`src/rtl/can_pkg.sv`:
```
// Shared constants and state encoding for the CAN transmit scheduler.
package can_pkg;

    localparam int unsigned CAN_ID_W          = 11;
    localparam int unsigned CAN_BUS_IDLE_BITS = 11;
    localparam int unsigned CAN_MAX_RETRY     = 3;

    localparam logic BIT_RECESSIVE = 1'b1;
    localparam logic BIT_DOMINANT  = 1'b0;

    typedef enum logic [1:0] {
        StWaitIdle,
        StSelect,
        StStart,
        StActive
    } tx_state_e;

endpackage

```
`src/rtl/can_tx_sched_if.sv`:
```
// Mailbox, transmit-engine and completion signals of the CAN transmit scheduler.
interface can_tx_sched_if #(
    parameter int unsigned NUM_MB = 4,
    parameter int unsigned MB_W   = 2,
    parameter int unsigned ID_W   = can_pkg::CAN_ID_W
);
    logic              Bit_Input;
    logic [NUM_MB-1:0] Mb_Load;
    logic [ID_W-1:0]   Mb_Id;
    logic [NUM_MB-1:0] Mb_Abort;
    logic [NUM_MB-1:0] Mb_Pending;
    logic              Tx_Start;
    logic [ID_W-1:0]   Tx_Id;
    logic [MB_W-1:0]   Tx_Mb;
    logic              Tx_Done;
    logic              Arb_Lost;
    logic              Erro_Flag;
    logic              Done_Valid;
    logic              Abort_Valid;
    logic [MB_W-1:0]   Done_Mb;

    // master: node side (mailbox writer and bit engine); slave: the scheduler
    modport master (
        output Bit_Input, Mb_Load, Mb_Id, Mb_Abort, Tx_Done, Arb_Lost, Erro_Flag,
        input  Mb_Pending, Tx_Start, Tx_Id, Tx_Mb, Done_Valid, Abort_Valid, Done_Mb
    );

    modport slave (
        input  Bit_Input, Mb_Load, Mb_Id, Mb_Abort, Tx_Done, Arb_Lost, Erro_Flag,
        output Mb_Pending, Tx_Start, Tx_Id, Tx_Mb, Done_Valid, Abort_Valid, Done_Mb
    );

endinterface

```
`src/rtl/can_prio_sel.sv`:
```
// Combinational winner pick over pending mailboxes: lowest ID, ties to the lowest index.
module can_prio_sel
    import can_pkg::*;
#(
    parameter int unsigned NUM_MB = 4,
    parameter int unsigned MB_W   = 2,
    parameter int unsigned ID_W   = CAN_ID_W
) (
    input  logic [NUM_MB-1:0]           pending_i,
    input  logic [NUM_MB-1:0][ID_W-1:0] ids_i,
    output logic                        any_pending_o,
    output logic [MB_W-1:0]             win_mb_o,
    output logic [ID_W-1:0]             win_id_o
);

    always_comb begin
        any_pending_o = 1'b0;
        win_mb_o      = '0;
        win_id_o      = '0;
        for (int i = 0; i < int'(NUM_MB); i++) begin
            // strict less-than keeps the lower index on equal IDs
            if (pending_i[i] && (!any_pending_o || (ids_i[i] < win_id_o))) begin
                any_pending_o = 1'b1;
                win_mb_o      = MB_W'(i);
                win_id_o      = ids_i[i];
            end
        end
    end

endmodule

```
`src/rtl/can_tx_sched.sv`:
```
// CAN transmit scheduler: waits for an idle bus, launches the lowest-ID pending mailbox and
// handles arbitration loss, error retries and cancellation of the frame in flight.
module can_tx_sched
    import can_pkg::*;
#(
    parameter int unsigned NUM_MB        = 4,
    parameter int unsigned MB_W          = 2,
    parameter int unsigned ID_W          = CAN_ID_W,
    parameter int unsigned BUS_IDLE_BITS = CAN_BUS_IDLE_BITS,
    parameter int unsigned MAX_RETRY     = CAN_MAX_RETRY,
    parameter int unsigned RETRY_W       = 2
) (
    input logic           Clock_SP,
    input logic           Reset,
    can_tx_sched_if.slave tx_if
);

    localparam int unsigned IDLE_W = $clog2(BUS_IDLE_BITS + 1);

    tx_state_e                      state_q, state_d;
    logic [IDLE_W-1:0]              idle_q, idle_d;
    logic [NUM_MB-1:0]              pend_q, pend_d;
    logic [NUM_MB-1:0][ID_W-1:0]    id_q, id_d;
    logic [NUM_MB-1:0][RETRY_W-1:0] retry_q, retry_d;
    logic [ID_W-1:0]                tx_id_q, tx_id_d;
    logic [MB_W-1:0]                tx_mb_q, tx_mb_d;
    logic [MB_W-1:0]                done_mb_q, done_mb_d;
    logic                           done_q, done_d;
    logic                           abort_q, abort_d;
    logic                           kill_q, kill_d;

    logic            bus_idle;
    logic            in_flight;
    logic            any_pending;
    logic [MB_W-1:0] win_mb;
    logic [ID_W-1:0] win_id;

    assign bus_idle  = (idle_q == IDLE_W'(BUS_IDLE_BITS));
    assign in_flight = (state_q == StStart) || (state_q == StActive);

    can_prio_sel #(
        .NUM_MB (NUM_MB),
        .MB_W   (MB_W),
        .ID_W   (ID_W)
    ) u_prio_sel (
        .pending_i     (pend_q),
        .ids_i         (id_q),
        .any_pending_o (any_pending),
        .win_mb_o      (win_mb),
        .win_id_o      (win_id)
    );

    always_comb begin
        state_d   = state_q;
        idle_d    = idle_q;
        pend_d    = pend_q;
        id_d      = id_q;
        retry_d   = retry_q;
        tx_id_d   = tx_id_q;
        tx_mb_d   = tx_mb_q;
        done_mb_d = done_mb_q;
        kill_d    = kill_q;
        done_d    = 1'b0;
        abort_d   = 1'b0;

        if ((state_q == StStart) || (tx_if.Bit_Input == BIT_DOMINANT)) begin
            idle_d = '0;
        end else if (!bus_idle) begin
            idle_d = idle_q + 1'b1;
        end

        // Descending scan so the lowest-index idle cancel owns Done_Mb.
        for (int i = int'(NUM_MB) - 1; i >= 0; i--) begin
            if (in_flight && (tx_mb_q == MB_W'(i))) begin
                if (tx_if.Mb_Abort[i]) kill_d = 1'b1;
            end else if (tx_if.Mb_Abort[i]) begin
                if (pend_q[i]) begin
                    pend_d[i] = 1'b0;
                    abort_d   = 1'b1;
                    done_mb_d = MB_W'(i);
                end
            end else if (tx_if.Mb_Load[i]) begin
                pend_d[i]  = 1'b1;
                id_d[i]    = tx_if.Mb_Id;
                retry_d[i] = '0;
            end
        end

        // A frame-end report takes the single Done_Mb slot over a coincident idle cancel.
        unique case (state_q)
            StWaitIdle: begin
                if (bus_idle && any_pending) state_d = StSelect;
            end
            StSelect: begin
                tx_id_d = win_id;
                tx_mb_d = win_mb;
                kill_d  = 1'b0;
                state_d = StStart;
            end
            StStart: begin
                state_d = StActive;
            end
            StActive: begin
                if (tx_if.Tx_Done) begin
                    pend_d[tx_mb_q] = 1'b0;
                    done_d          = 1'b1;
                    abort_d         = 1'b0;
                    done_mb_d       = tx_mb_q;
                    state_d         = StWaitIdle;
                end else if (tx_if.Erro_Flag) begin
                    retry_d[tx_mb_q] = retry_q[tx_mb_q] + 1'b1;
                    if (kill_d || (retry_d[tx_mb_q] == RETRY_W'(MAX_RETRY))) begin
                        pend_d[tx_mb_q] = 1'b0;
                        abort_d         = 1'b1;
                        done_mb_d       = tx_mb_q;
                    end
                    state_d = StWaitIdle;
                end else if (tx_if.Arb_Lost) begin
                    if (kill_d) begin
                        pend_d[tx_mb_q] = 1'b0;
                        abort_d         = 1'b1;
                        done_mb_d       = tx_mb_q;
                    end
                    state_d = StWaitIdle;
                end
            end
        endcase
    end

    always_ff @(posedge Clock_SP) begin
        if (Reset) begin
            state_q   <= StWaitIdle;
            idle_q    <= '0;
            pend_q    <= '0;
            id_q      <= '0;
            retry_q   <= '0;
            tx_id_q   <= '0;
            tx_mb_q   <= '0;
            done_mb_q <= '0;
            done_q    <= 1'b0;
            abort_q   <= 1'b0;
            kill_q    <= 1'b0;
        end else begin
            state_q   <= state_d;
            idle_q    <= idle_d;
            pend_q    <= pend_d;
            id_q      <= id_d;
            retry_q   <= retry_d;
            tx_id_q   <= tx_id_d;
            tx_mb_q   <= tx_mb_d;
            done_mb_q <= done_mb_d;
            done_q    <= done_d;
            abort_q   <= abort_d;
            kill_q    <= kill_d;
        end
    end

    assign tx_if.Mb_Pending  = pend_q;
    assign tx_if.Tx_Start    = (state_q == StStart);
    assign tx_if.Tx_Id       = tx_id_q;
    assign tx_if.Tx_Mb       = tx_mb_q;
    assign tx_if.Done_Valid  = done_q;
    assign tx_if.Abort_Valid = abort_q;
    assign tx_if.Done_Mb     = done_mb_q;

endmodule

```
`src/flat_wrapper.sv`:
```
// flat-port wrapper written by rule: the top's interface ports become plain ports
module can_tx_sched_flat import can_pkg::*;
#(
    parameter int unsigned NUM_MB        = 4,
    parameter int unsigned MB_W          = 2,
    parameter int unsigned ID_W          = CAN_ID_W,
    parameter int unsigned BUS_IDLE_BITS = CAN_BUS_IDLE_BITS,
    parameter int unsigned MAX_RETRY     = CAN_MAX_RETRY,
    parameter int unsigned RETRY_W       = 2
)
  (Clock_SP, Reset, tx_if_Bit_Input, tx_if_Mb_Load, tx_if_Mb_Id, tx_if_Mb_Abort, tx_if_Tx_Done, tx_if_Arb_Lost, tx_if_Erro_Flag, tx_if_Mb_Pending, tx_if_Tx_Start, tx_if_Tx_Id, tx_if_Tx_Mb, tx_if_Done_Valid, tx_if_Abort_Valid, tx_if_Done_Mb);
  can_tx_sched_if #(.NUM_MB(NUM_MB), .MB_W(MB_W), .ID_W(ID_W)) tx_if_i ();
  input logic Clock_SP;
  input logic Reset;
  input wire logic [$bits(tx_if_i.Bit_Input)-1:0] tx_if_Bit_Input;
  input wire logic [$bits(tx_if_i.Mb_Load)-1:0] tx_if_Mb_Load;
  input wire logic [$bits(tx_if_i.Mb_Id)-1:0] tx_if_Mb_Id;
  input wire logic [$bits(tx_if_i.Mb_Abort)-1:0] tx_if_Mb_Abort;
  input wire logic [$bits(tx_if_i.Tx_Done)-1:0] tx_if_Tx_Done;
  input wire logic [$bits(tx_if_i.Arb_Lost)-1:0] tx_if_Arb_Lost;
  input wire logic [$bits(tx_if_i.Erro_Flag)-1:0] tx_if_Erro_Flag;
  output wire logic [$bits(tx_if_i.Mb_Pending)-1:0] tx_if_Mb_Pending;
  output wire logic [$bits(tx_if_i.Tx_Start)-1:0] tx_if_Tx_Start;
  output wire logic [$bits(tx_if_i.Tx_Id)-1:0] tx_if_Tx_Id;
  output wire logic [$bits(tx_if_i.Tx_Mb)-1:0] tx_if_Tx_Mb;
  output wire logic [$bits(tx_if_i.Done_Valid)-1:0] tx_if_Done_Valid;
  output wire logic [$bits(tx_if_i.Abort_Valid)-1:0] tx_if_Abort_Valid;
  output wire logic [$bits(tx_if_i.Done_Mb)-1:0] tx_if_Done_Mb;
  assign tx_if_i.Bit_Input = tx_if_Bit_Input;
  assign tx_if_i.Mb_Load = tx_if_Mb_Load;
  assign tx_if_i.Mb_Id = tx_if_Mb_Id;
  assign tx_if_i.Mb_Abort = tx_if_Mb_Abort;
  assign tx_if_i.Tx_Done = tx_if_Tx_Done;
  assign tx_if_i.Arb_Lost = tx_if_Arb_Lost;
  assign tx_if_i.Erro_Flag = tx_if_Erro_Flag;
  assign tx_if_Mb_Pending = tx_if_i.Mb_Pending;
  assign tx_if_Tx_Start = tx_if_i.Tx_Start;
  assign tx_if_Tx_Id = tx_if_i.Tx_Id;
  assign tx_if_Tx_Mb = tx_if_i.Tx_Mb;
  assign tx_if_Done_Valid = tx_if_i.Done_Valid;
  assign tx_if_Abort_Valid = tx_if_i.Abort_Valid;
  assign tx_if_Done_Mb = tx_if_i.Done_Mb;
  can_tx_sched #(.NUM_MB(NUM_MB), .MB_W(MB_W), .ID_W(ID_W), .BUS_IDLE_BITS(BUS_IDLE_BITS), .MAX_RETRY(MAX_RETRY), .RETRY_W(RETRY_W)) u_core (.Clock_SP(Clock_SP), .Reset(Reset), .tx_if(tx_if_i));
endmodule
```
`config.mk`:
```
export PLATFORM = sky130hd
export DESIGN_NAME = can_tx_sched_flat
export DESIGN_NICKNAME = d
export VERILOG_FILES = /design/src/rtl/can_pkg.sv /design/src/rtl/can_tx_sched_if.sv /design/src/rtl/can_prio_sel.sv /design/src/rtl/can_tx_sched.sv /design/src/flat_wrapper.sv
export SDC_FILE = /design/constraint.sdc
export NUM_CORES = 1
export LEC_CHECK = 0
export ABC_AREA = 1
export CAP_MARGIN = 0
export CORE_MARGIN = 2
export CORE_UTILIZATION = 57
export DETAILED_ROUTE_END_ITERATION = 8
export GPL_TIMING_DRIVEN = 0
export PLACE_DENSITY = 0.8
export REMOVE_ABC_BUFFERS = 1
export SLEW_MARGIN = 20
export SYNTH_ARGS = -nofsm -noshare
export SYNTH_HDL_FRONTEND = slang
export SYNTH_SLANG_ARGS = --single-unit
```
`constraint.sdc`:
```
create_clock -name Clock_SP -period 6 [get_ports Clock_SP]
set_input_delay 1.8 -clock Clock_SP [delete_from_list [all_inputs] [get_ports Clock_SP]]
set_output_delay 1.8 -clock Clock_SP [all_outputs]
set_load 0.05 [all_outputs]
```
== Yosys cells after proc, flatten, opt, wreduce, memory -nomap -nowiden ==
Cells that the tools add are included.
Word-level totals
  flip-flop bits (word level): 80
  latch bits: 0
  memory bits (writable): 0
  bits in read-only memories: 0
  input port bits: 25
  output and inout port bits: 22
  logic and storage cells: 177
  memories kept: 0
Operators by class
  add/subtract/negate cells: 2
  multipliers: 0
  div/mod/pow operators: 0
  $lt $le $gt $ge: 5
  equality and inequality tests: 10
  shift-type cells: 0
  mux-type cells: 103
  bitwise gates (word level): 12
  reductions and logical operators: 28
Operators by type and width (number)
  $mux 2: 39
  $mux 1: 45
  $mux 11: 4
  $lt 11x11->1: 3
  $mux 4: 6
  $mux 8: 3
  $reduce_and 3->1: 4
  $eq 2x2->1 const B: 5
  $not 1->1: 10
  $logic_and 1x1->1: 9
  $bmux 2 s2: 2
  $bwmux 8: 1
  $pmux 2 s4: 1
  $logic_or 1x1->1: 6
  $reduce_or 2->1: 3
  $add 4x1->4 const B: 1
  $and 4x4->4: 1
  $demux 2 s2: 1
  $eq 2x1->1 const B: 2
  $eq 4x4->1 const B: 1
  $logic_not 2->1: 2
  $ne 4x4->1 const B: 1
  $not 4->4: 1
  $logic_not 1->1: 3
  6 further kinds: 6

== Longest topological paths before layout ==
  depth in word-level cells: 18
  gate-level depth with buffers: 40
  gate-level depth less buffers: 35

== Hierarchy ==
Synthesis repeated with hierarchy kept, for this count alone.
Unflattened totals
  cell total of the unflattened synthesis: 669
  area, all modules: 4535.6 um2
By module, submodules not included
  can_tx_sched: times used 1, cells each 447, area an instance 3304.4 um2, sequential area each 1601.5 um2
  can_prio_sel: times used 1, cells each 222, area an instance 1231.2 um2, sequential area each 0.0 um2

== Worst setup path after synthesis ==
No wires, ideal clock.
  path type: register to register
  start: register u_core.pend_q[0] (netlist: u_core.tx_if.Mb_Pending[0])
  end: register u_core.tx_id_q[0] (netlist: u_core.tx_if.Tx_Id[0])
  setup time: 0.113 ns
  arrival time: 5.027 ns
  required time: 5.887 ns
  path slack: 0.859 ns
  cell stages (with the launch flop): 38
  path buffers: 5
  period minus slack after synthesis: 5.141 ns
  cell sequence: dfxtp_1 -> buf_4 -> clkbuf_1 -> nand2_1 -> ha_1 -> nand2_1 -> inv_1 -> nand2_1 -> nor2_1 -> nand2_1 -> nand3_1 -> nand2_2 -> nand2_2 -> clkbuf_1 -> nand2_1 -> o21ai_0 -> ha_1 -> a21oi_1 -> [2 not listed] -> o221a_2 -> nand2_1 -> nand2_1 -> nand2_2 -> clkbuf_1 -> nand2_1 -> o21ai_0 -> ha_1 -> a21oi_1 -> nor2_1 -> a211oi_1 -> o221a_2 -> nand2_1 -> nand2_2 -> buf_4 -> nand3_1 -> nand3_1 -> nand2_1
On the way
  cells in the longest elaborated chain, start to end: 13
  elaborated cells on any way between the ends: 19
  those cells by class: order compare: 3; mux: 7; reduce/logical: 9
RTL lines
  from (decl): RTL line can_tx_sched.sv:22  | logic [NUM_MB-1:0] pend_q, pend_d;
  from (signal assigned): RTL line can_tx_sched.sv:146  | pend_q <= pend_d;
  $mux 11 / $mux 1 (equally long branches): RTL line can_prio_sel.sv:22  | if (pending_i[i] && (!any_pending_o || (ids_i[i] < win_id_o))) begin
  $lt 11x11->1 / $logic_not 1->1 (equally long branches): RTL line can_prio_sel.sv:22
  $logic_or 1x1->1: RTL line can_prio_sel.sv:22
  $logic_and 1x1->1: RTL line can_prio_sel.sv:22
  $mux 11 / $mux 1 (equally long branches): RTL line can_prio_sel.sv:22
  $lt 11x11->1 / $logic_not 1->1 (equally long branches): RTL line can_prio_sel.sv:22
  $logic_or 1x1->1: RTL line can_prio_sel.sv:22
  $logic_and 1x1->1: RTL line can_prio_sel.sv:22
  $mux 11 / $mux 1 (equally long branches): RTL line can_prio_sel.sv:22
  $lt 11x11->1 / $logic_not 1->1 (equally long branches): RTL line can_prio_sel.sv:22
  $logic_or 1x1->1: RTL line can_prio_sel.sv:22
  $logic_and 1x1->1: RTL line can_prio_sel.sv:22
  $mux 11 (*): RTL line can_prio_sel.sv:22
  to (signal assigned): RTL line can_tx_sched.sv:149  | tx_id_q <= tx_id_d;
  to (decl): RTL line can_tx_sched.sv:25  | logic [ID_W-1:0] tx_id_q, tx_id_d;
Mark *: on every way between the ends. The rest lies on a longest branch, timed or not.
A chain may end at the register's enable or synchronous reset.

== Worst setup path after layout ==
Ends and elaborated chain as after synthesis.

==> results <==
==> stage by stage <==
step / cell area (µm²) / util, % / instances / hold WS (ps) / power [mW]
finish: 5010 / 68.7 / 755 / 454 / 1.67
global route: 5010 / 68.7 / 755 / 480 / 1.76
CTS: 5000 / 68.6 / 755 / 456 / 1.66
detailed placement: 4780 / 65.6 / 739 / 438 / 1.22
global placement: 4780 / 65.6 / 739 / 438 / 1.21
floorplan: 4200 / - / 594 / 423 / 1.05
==> synth_stat cells <==
library cell                 n  area [µm²]
sky130_fd_sc_hd__nand2_1   121         454
sky130_fd_sc_hd__nor2_1     91         342
sky130_fd_sc_hd__dfxtp_1    80        1600
sky130_fd_sc_hd__o21ai_0    79         395
sky130_fd_sc_hd__inv_1      58         218
sky130_fd_sc_hd__a21oi_1    45         225
sky130_fd_sc_hd__nand3_1    37         185
sky130_fd_sc_hd__ha_1       36         450
sky130_fd_sc_hd__clkbuf_1   20        75.1
sky130_fd_sc_hd__a211oi_1    9        67.6
sky130_fd_sc_hd__nand2_2     7        43.8
sky130_fd_sc_hd__nor3_1      5        25.0
sky130_fd_sc_hd__o31ai_1     4        30.0
sky130_fd_sc_hd__a31oi_1     3        18.8
sky130_fd_sc_hd__nand4_1     3        18.8
sky130_fd_sc_hd__or2_2       3        18.8
sky130_fd_sc_hd__a22oi_1     2        15.0
sky130_fd_sc_hd__buf_4       2        15.0
sky130_fd_sc_hd__o221a_2     2        22.5
sky130_fd_sc_hd__a21o_1      1        7.51
sky130_fd_sc_hd__a221oi_1    1        8.76
sky130_fd_sc_hd__a311oi_1    1        8.76
sky130_fd_sc_hd__and2_1      1        6.26
sky130_fd_sc_hd__buf_2       1        5.00
sky130_fd_sc_hd__buf_6       1        11.3
sky130_fd_sc_hd__clkinv_1    1        3.75
sky130_fd_sc_hd__o21bai_1    1        7.51
sky130_fd_sc_hd__o221ai_1    1        8.76
sky130_fd_sc_hd__o41ai_1     1        8.76
sky130_fd_sc_hd__xor2_1      1        8.76
==> metal layers <==
metal	routed length [µm]	vias up
met4	264	0
li1	-	2123
met3	655	24
met2	5220	150
met1	4700	1935
met5	0	-
==> worst paths after layout <==
| kind | slack (ps) | cells past startpoint | start | end |
|---|---|---|---|---|
| worst max-delay path | 490 | 29 | u_core.tx_if.Mb_Pending[0]$_SDFF_PP0_ | u_core.tx_if.Tx_Id[0]$_SDFFE_PP0P_ |
| worst min-delay path | 450 | 2 | u_core.tx_if.Tx_Id[10]$_SDFFE_PP0P_ | u_core.tx_if.Tx_Id[10]$_SDFFE_PP0P_ |
| worst max register to register | 490 | 29 | u_core.tx_if.Mb_Pending[0]$_SDFF_PP0_ | u_core.tx_if.Tx_Id[0]$_SDFFE_PP0P_ |
| worst min register to register | 450 | 2 | u_core.tx_if.Tx_Id[10]$_SDFFE_PP0P_ | u_core.tx_if.Tx_Id[10]$_SDFFE_PP0P_ |
==> kinds of logic after synthesis <==
kind of cell    after synthesis
simple gates                268
compound gates              150
buf+inv                      83
flops                        80
fa+ha+maj                    36
xor+xnor                      1
==> layout make-up <==
class	instances	area, µm²
clock inverter	7	96.3
tap	99	124
fill	645	2290
multi-input combinational	455	2380
inverter	59	221
sequential	80	1600
timing repair buffer	46	460
clock buffer	9	124
==> report_power, final <==
group / internal (mW) / leakage (nW) / switching [mW] / total (mW)
Sequential: 0.594 / 0.656 / 0.0554 / 0.649
Combinational: 0.195 / 1.50 / 0.378 / 0.572
Clock: 0.234 / 0.101 / 0.210 / 0.444
Total: 1.02 / 2.26 / 0.643 / 1.67
==> critical path: cells and delay by family (launching register included) <==
family                     cells  cell delay (ps)
and+or+nand+nor               17             2020
AOI/OAI and AO/OA              9             1970
adders and majority gates      3              920
DFF                            1              550
==> sequential cells by signal, summed over array words and instances (netlist names) <==
| name | count |
|---|---|
| u_core.tx_if.Mb_Pending | 4 |
| u_core.tx_if.Tx_Mb | 2 |
| u_core.tx_if.Done_Mb | 2 |
| u_core.idle_q | 4 |
| u_core.retry_q | 8 |
| u_core.tx_if.Tx_Id | 11 |
| u_core.tx_if.Done_Valid | 1 |
| u_core.tx_if.Abort_Valid | 1 |
| u_core.id_q | 44 |
| u_core.state_q | 2 |
| u_core.kill_q | 1 |
==> repair_timing <==
| action | CTS | global route |
|---|---|---|
| endpoints found under the setup margin | 0 | 13 |
| setup buffers | 0 | 0 |
| resized for setup | 0 | 2 |
==> results.txt <==
----------------------------------------------------
[Outcome]
  Result of the run ... finished clean

[STA]
  Measured slew at the worst slew-check pin ... 888 ps
  Post-route clock skew ... 11.5 ps
  Endpoints failing hold ... 0
  Final worst setup slack ... 489 ps
  Post-layout minimum cycle time ... 5510 ps
  Summed negative setup slack over all endpoints ... 0 ps
  Setup violation total in the final timing report ... 0
  Achievable frequency ... 0.181 GHz
  RSZ-0062 raised after global routing ... false
  Max transition margin ... 40.6%
  Final Max Slew Viols ... 0
  Portion of the clock cycle consumed by the worst path in the final layout ... 91.8%

[GRT]
  Met3 usage ... 4.76%
  Leftover overflow at the end of global routing ... 0
  Global-route wire length before repair ... 17.7 mm
  Layer carrying the most global-route usage ... met2
  All-layer global routing usage ... 26.5%
  GR met2 Demand/Resource ... 44.9%
  Pin count of the biggest net entering global routing ... 55
  Grt met1 use ... 33.5%
  Number of global-route vias before repair ... 3882
  Initial antenna violation count ... 0

[Synth]
  Flip-flop and latch count after synthesis ... 80
  Xor and xnor fraction of the mapped netlist area ... 0.203%
  Count of mapped cells out of synthesis ... 618
  Sequential fraction of the synthesis area ... 37.2%
  Mean Syn Cell Area ... 6.97 µm²
  Synth Cell Area ... 4310 µm²
  Largest family of logic cells by synthesized area ... simple AND/OR/NAND/NOR gates
  Number of different library cells in the post-synthesis netlist ... 30
  Adder-cell share of the synthesized area ... 10.5%
  Yosys warning total ... 0
  Area fraction in compound gates after synthesis ... 19.1%
  Fraction of synthesized area in multiplexers ... 0%
  Simple-gate share of the synthesized area ... 25.4%

[Route]
  Routed WL per cell ... 14.4 µm
  Drt first-iter violations ... 290
  Per-cell via count in the routed design ... 5.61
  Total number of vias ... 4232
  # DRC ... 0
  DRT Pass-1 Iters ... 5
  Total routed wirelength ... 10.8 mm
  Antenna Nets Post-Route ... 0

[Clock tree]
  CTS clock-pin slew for the worst setup and hold paths ... 90 ps
  Clock Path Buffers ... 2
  Clock buffer count from CTS ... 9
  Clock tree from TritonCTS ... built
  Root buffer selected by CTS ... sky130_fd_sc_hd__clkbuf_8
  Num Clock Sinks ... 80
  Clock latency on the worst-skew pair ... 360 ps
  Number of buffers added to fix hold violations after cts ... 0
  Maximum level of the CTS H-tree ... 3

[Pwr]
  Largest vdd supply drop ... 181 µV
  Cell leakage power ... 2.26 nW
  Pwr per Cell Area ... 333 nW/µm²

[Cells and area]
  Inserted Diodes ... 0
  Area added between synthesis and finish ... 16.2%
  Layout cells sized above 1 ... 4.57%
  Commonest non-fill, non-tap cell in the layout ... sky130_fd_sc_hd__nand2_1
  Commonest non-fill, non-tap cells in the layout ... sky130_fd_sc_hd__nand2_1, sky130_fd_sc_hd__nor2_1, sky130_fd_sc_hd__dfxtp_1, sky130_fd_sc_hd__o21ai_0, sky130_fd_sc_hd__inv_1
  Number of nets in the layout ... 712

[Hold path]
  Min-delay worst type ... register to register

[Worst setup path]
  Cell with the largest stage delay on the worst path ... sky130_fd_sc_hd__dfxtp_2
  Delay contributed by the slowest stage of the critical path ... 550 ps
  Kind of critical path ... register to register
  Cell occurring most often along the worst timing path ... sky130_fd_sc_hd__nand2_1
  Kind of capture point of the worst setup path ... register
  Launching element type of the critical path ... register
  Data arrival time of the critical path ... 5810 ps
  Largest fanout of any net on the critical path ... 23
  Required time of the worst setup path ... 6300 ps

[Job]
  MaxCap Viol Count ... 0

[Floorplan]
  Initial core utilization ... 59.1%
  Chip height ... 90.9 µm
  Core area ... 7290 µm²
  I/O pin count ... 47
  Width of the die ... 90.9 µm
  Placement Rows ... 31
  Die Outline Area ... 8270 µm²

[Placement]
  PortBufs ... 46
  Setup slack at placement ... 330 ps
  Post-detail-place hpwl ... 7.84 mm
  Routability congestion estimate from global placement ... 0.894

----------------------------------------------------
Note: power is estimated with default switching activity, not from simulation.
